`config.mk`:
```
export PLATFORM = sky130hd
export DESIGN_NAME = ccff_chain_loader
export DESIGN_NICKNAME = d
export VERILOG_FILES = /design/src/rtl/ccff_chain_loader_pkg.sv /design/src/rtl/ccff_chain_loader_crc16_serial.sv /design/src/rtl/ccff_chain_loader.sv
export SDC_FILE = /design/constraint.sdc
export NUM_CORES = 1
export LEC_CHECK = 0
export ABC_AREA = 1
export CORE_ASPECT_RATIO = 0.75
export CORE_MARGIN = 2
export CORE_UTILIZATION = 55
export CTS_CLUSTER_DIAMETER = 80
export CTS_CLUSTER_SIZE = 8
export DETAILED_ROUTE_END_ITERATION = 8
export GPL_ROUTABILITY_DRIVEN = 0
export PLACE_DENSITY = 0.9
export SLEW_MARGIN = 20
export SYNTH_ARGS = -nofsm -noshare
export SYNTH_HDL_FRONTEND = slang
export SYNTH_SLANG_ARGS = --single-unit
```
`constraint.sdc`:
```
create_clock -name prog_clk -period 4.92 [get_ports prog_clk]
set_clock_uncertainty 0.05 [all_clocks]
set_input_delay 0.492 -clock prog_clk [delete_from_list [all_inputs] [get_ports prog_clk]]
set_output_delay 0.492 -clock prog_clk [all_outputs]
set_load 0.02 [all_outputs]
```
`src/rtl/ccff_chain_loader_pkg.sv`:
```
// rtl/ccff_chain_loader_pkg.sv - shared types, constants and CRC step for the configuration chain loader
// Holds the loader state encoding and the bit-serial CRC-16-CCITT update.
package ccff_loader_pkg;

   typedef enum logic [1:0] {
      IDLE  = 2'd0,
      FETCH = 2'd1,
      SHIFT = 2'd2,
      DONE  = 2'd3
   } state_e;

   localparam logic [15:0] CRC16_POLY = 16'h1021;
   localparam logic [15:0] CRC16_INIT = 16'hFFFF;

   // MSB-first register: feedback is the outgoing MSB xor the incoming bit.
   function automatic logic [15:0] crc16_step(input logic [15:0] crc, input logic bit_in);
      logic fb;
      fb = crc[15] ^ bit_in;
      return {crc[14:0], 1'b0} ^ (fb ? CRC16_POLY : 16'h0000);
   endfunction

endpackage

```
`src/rtl/ccff_chain_loader_crc16_serial.sv`:
```
// rtl/ccff_chain_loader_crc16_serial.sv - one-bit-per-cycle CRC-16-CCITT accumulator
// init has priority over en so a new pass always starts from the seed value.
module crc16_serial
   import ccff_loader_pkg::*;
(
   input  logic        clk,
   input  logic        rst_n,
   input  logic        init,
   input  logic        en,
   input  logic        bit_in,
   output logic [15:0] crc
);

   logic [15:0] crc_d;
   logic [15:0] crc_q;

   always_comb begin
      crc_d = crc_q;
      if (init) begin
         crc_d = CRC16_INIT;
      end else if (en) begin
         crc_d = crc16_step(crc_q, bit_in);
      end
   end

   always_ff @(posedge clk or negedge rst_n) begin
      if (!rst_n) begin
         crc_q <= CRC16_INIT;
      end else begin
         crc_q <= crc_d;
      end
   end

   assign crc = crc_q;

endmodule

```
`src/rtl/ccff_chain_loader.sv`:
```
// rtl/ccff_chain_loader.sv - serialises bitstream words into the ccff_head -> ccff_tail configuration chain
// Gates the chain clock, counts shifted bits and keeps CRCs of bits sent and bits returned.
module ccff_chain_loader
   import ccff_loader_pkg::*;
#(
   parameter int CHAIN_LEN = 1024,
   parameter int WORD_W    = 32
) (
   input  logic              prog_clk,
   input  logic              prog_reset,
   input  logic              start,
   input  logic              abort,
   input  logic              cfg_valid,
   output logic              cfg_ready,
   input  logic [WORD_W-1:0] cfg_data,
   output logic              ccff_head,
   input  logic              ccff_tail,
   output logic              chain_clk_en,
   output logic              busy,
   output logic              done,
   output logic [15:0]       crc_in,
   output logic [15:0]       crc_out
);

   localparam int CNT_W = $clog2(CHAIN_LEN + 1);
   localparam int REM_W = (WORD_W > 1) ? $clog2(WORD_W) : 1;
   localparam logic [CNT_W-1:0] LAST_IDX = CNT_W'(CHAIN_LEN - 1);
   localparam logic [REM_W-1:0] REM_FULL = REM_W'(WORD_W - 1);

   state_e              state_d, state_q;
   logic [CNT_W-1:0]    bit_cnt_d, bit_cnt_q;
   logic [WORD_W-1:0]   shreg_d, shreg_q;
   logic [REM_W-1:0]    rem_d, rem_q;
   logic                head_d, head_q;
   logic                start_ok;

   assign start_ok = start & ~abort & ((state_q == IDLE) | (state_q == DONE));

   always_comb begin
      state_d      = state_q;
      bit_cnt_d    = bit_cnt_q;
      shreg_d      = shreg_q;
      rem_d        = rem_q;
      head_d       = head_q;
      // abort gates both handshake and chain clock in the cycle it is seen
      cfg_ready    = (state_q == FETCH) & ~abort;
      chain_clk_en = (state_q == SHIFT) & ~abort;

      if (abort) begin
         state_d = IDLE;
      end else begin
         case (state_q)
            IDLE, DONE: begin
               if (start_ok) begin
                  state_d   = FETCH;
                  bit_cnt_d = '0;
               end
            end
            FETCH: begin
               if (cfg_valid) begin
                  head_d  = cfg_data[0];
                  shreg_d = cfg_data >> 1;
                  rem_d   = REM_FULL;
                  state_d = SHIFT;
               end
            end
            SHIFT: begin
               bit_cnt_d = bit_cnt_q + 1'b1;
               // head holds its last value through the inter-word FETCH gap
               if (bit_cnt_q == LAST_IDX) begin
                  state_d = DONE;
               end else if (rem_q == '0) begin
                  state_d = FETCH;
               end else begin
                  head_d  = shreg_q[0];
                  shreg_d = shreg_q >> 1;
                  rem_d   = rem_q - 1'b1;
               end
            end
            default: state_d = IDLE;
         endcase
      end
   end

   always_ff @(posedge prog_clk or negedge prog_reset) begin
      if (!prog_reset) begin
         state_q   <= IDLE;
         bit_cnt_q <= '0;
         shreg_q   <= '0;
         rem_q     <= '0;
         head_q    <= 1'b0;
      end else begin
         state_q   <= state_d;
         bit_cnt_q <= bit_cnt_d;
         shreg_q   <= shreg_d;
         rem_q     <= rem_d;
         head_q    <= head_d;
      end
   end

   assign ccff_head = head_q;
   assign busy      = (state_q == FETCH) | (state_q == SHIFT);
   assign done      = (state_q == DONE);

   crc16_serial u_crc_in (
      .clk    (prog_clk),
      .rst_n  (prog_reset),
      .init   (start_ok),
      .en     (chain_clk_en),
      .bit_in (head_q),
      .crc    (crc_in)
   );

   crc16_serial u_crc_out (
      .clk    (prog_clk),
      .rst_n  (prog_reset),
      .init   (start_ok),
      .en     (chain_clk_en),
      .bit_in (ccff_tail),
      .crc    (crc_out)
   );

endmodule

```
==> impl_metrics.csv <==
group,metric,value,unit
logic_synthesis,syn_nets,577,
worst_setup_path,startpoint,"state_q[0]$_DFFE_PN0P_",
place,port_buffers,74,
clocking,clkTransAtPathRegs,0.09,ns
drt,routed_wl,9755,um
global_routing,antenna_found_initial,0,
logic_synthesis,syn_area_per_cell,8.332,um2
min_path,min_path_type,"in -> async",
global_routing,grt_max_degree,83,
finish,fillers,649,
timing,period_share,68.23,%
logic_synthesis,synth_area,0.004449,mm2
clocking,insertion_delay,0.36,ns
clocking,cts_tree,"built",
logic_synthesis,yosysSeqAreaShare,47.02,%
drt,vias,3807,
floorplan,die_w,107.9,um
drt,viasPerCell,5.400,
floorplan,rows,28,
clocking,htreeDepth,3,
timing,hold_ws,0.04690,ns
global_routing,grt_pass1_wl,16210,um
global_routing,overflow,0,
drt,antenna_left,0,
floorplan,die-area,0.008832,mm2
logic_synthesis,synth_top_area_share,28.12,%
worst_setup_path,cp-start-kind,"flop",
power,powerDensity,422.2,mW/mm2
timing,slew_headroom,34.04,%
timing,setup_viol,0,
worst_setup_path,worstPathArrival,3.56,ns
drt,dr.first_iter.drc_count,288,
global_routing,globalRouteTotalUtil,23.22,%
worst_setup_path,crit_type,"reg -> reg",
worst_setup_path,r2r_cells,8,
finish,drive_above_1_share,22.50,%
clocking,ctsHoldBuffers,0,
floorplan,start_util,56.44,%
clocking,clk_path_buf_depth,2,
logic_synthesis,synth.most_common_cell,"nand2_1",
place,place_hpwl,6353,um
floorplan,num_io_pins,75,
finish,fin_cells,705,
logic_synthesis,synth_common_cells,"nand2_1 (158), nand2_2 (64), dfrtp_1 (50)",
logic_synthesis,syn_inst,534,
timing,fmax,0.2979,GHz
place,dp_cells,688,
logic_synthesis,synth.top_cells.by_area,"dfrtp_1 (28%), dfstp_2 (19%), nand2_1 (13%)",
timing,maxSlewViolCount,0,
clocking,cts_resized,0,
job,max_cap_viol_count,0,
clocking,ctsRootBufferMaster,"clkbuf_8",
floorplan,die_y,81.89,um
clocking,cts_inserted_buffers,9,
logic_synthesis,yosysTopAreaCell,"dfrtp_1",
timing,worst_pin_slew,0.9856,ns
finish,num-nets-final,638,
worst_setup_path,critPathMaxFanout,45,
drt,first_pass_iters,5,
run_status,status,"completed",
logic_synthesis,synthArstFlopShare,100.0,%
timing,finalHoldViolCount,0,
finish,insertedDiodeCount,0,
power,power_leakage,0.002695,uW
floorplan,core_area,0.007883,mm2
clocking,cts_setup_buffers,0,
worst_setup_path,crit_path_end_kind,"flop",
timing,finalSetupTns,0,ns
logic_synthesis,synth_flop_cell,"dfrtp_1",
logic_synthesis,synth_edf_count,0,
timing,rsz0062_at_grt,"no",
global_routing,grt_pass1_vias,3440,
drt,wl_per_cell,13.84,um
logic_synthesis,yosysWarnings,0,
finish,fin_util,67.81,%
drt,drc,0,
worst_setup_path,critical_path_required,5.12,ns
timing,fin_crit,3.357,ns
logic_synthesis,ys_ff_latch,82,
power,ir_drop,201.0,uV
worst_setup_path,r2r_start,"state_q[0]$_DFFE_PN0P_",
finish,area_delta_synth_final,20.14,%
logic_synthesis,synth_cell_types,35,
clocking,cts_sinks,82,
## where the power goes
part	internal [uW]	total, uW	leakage, uW	switching [uW]
clock	218	480	0.000103	262
combinational	300	769	0.00161	470
sequential	869	1010	0.000980	139
total	1390	2260	0.00270	870
## path summary, 6_finish.rpt
check | endpoint | slack (ns)
max | rem_q[0]$_DFFE_PN0P_ | 1.56
min | bit_cnt_q[4]$_DFFE_PN0P_ | 0.05
max reg2reg | rem_q[0]$_DFFE_PN0P_ | 1.56
min reg2reg | u_crc_out.crc[15]$_DFFE_PN1P_ | 0.44
max in group asynchronous | u_crc_out.crc[14]$_DFFE_PN1P_ | 4.12
min in group prog_clk | u_crc_out.crc[15]$_DFFE_PN1P_ | 0.44
## sequential cells by signal, indices dropped and copies added (netlist names)
| name | cells |
|---|---|
| ccff_head | 1 |
| shreg_q | 31 |
| state_q | 2 |
| rem_q | 5 |
| u_crc_in.crc | 16 |
| bit_cnt_q | 11 |
| u_crc_out.crc | 16 |
## metal layers
metal | track usage [%] | routed length, um | vias up
met5 | 0 | 0 | -
met4 | 6.026 | 94 | 0
met3 | 5.000 | 616 | 12
met2 | 37.61 | 4614 | 146
met1 | 32.09 | 4430 | 1811
li1 | - | - | 1838
## critical path, cell delays in order (launching register included)
cell and delay (ns):
dfrtp_1 0.42, inv_1 0.08, ha_1 0.14, buf_4 0.44
inv_4 0.27, o21ai_4 0.85, nand3_4 0.63, nand2_1 0.26
nand2_1 0.08
## final cells by class
| class | instances | area, um2 | area share [%] |
|---|---|---|---|
| Timing Repair Buffer | 76 | 765.7 | 14.33 |
| Inverter | 57 | 216.5 | 4.050 |
| Tap cell | 105 | 131.4 | 2.458 |
| Clock inverter | 6 | 43.79 | 0.8193 |
| Multi-Input combinational cell | 369 | 1947 | 36.42 |
| Sequential cell | 82 | 2092 | 39.14 |
| Clock buffer | 10 | 148.9 | 2.786 |
## stage by stage
| step | power (uW) | setup WS [ns] | area, um2 |
|---|---|---|---|
| 5_1_grt | 2401 | 1.311 | 5345 |
| 4_1_cts | 2263 | 1.571 | 5325 |
| 3_3_place_gp | 1732 | 1.739 | 5132 |
| 6_report | 2257 | 1.563 | 5345 |
| 3_5_place_dp | 1777 | 1.597 | 5132 |
| 2_1_floorplan | 1577 | 3.257 | 4449 |
## placed cells by master, fill, tap and decap left out, types with 3 or more instances in the layout
cell,instances
nand2_1,158
clkdlybuf4s50_1,73
nand2_2,64
dfrtp_1,50
inv_1,49
nand4_1,39
dfstp_2,32
a22oi_1,22
nor2_1,21
nand3_1,21
a21oi_1,10
clkbuf_8,9
inv_2,7
o21ai_1,6
ha_1,5
nor3_1,4
inv_4,3
## kinds of logic (layout without fill, tap and decap cells)
group	after synthesis	count (layout)	synth area share, %
AOI/OAI and AO/OA	41	41	6.187
xor gates and xnor gates	2	2	0.3938
adders and majority gates	5	5	1.406
buffers and inverters	83	149	9.224
DFF	82	82	47.02
and+or+nand+nor	321	321	35.77
Power figures use the tool's default switching activity.
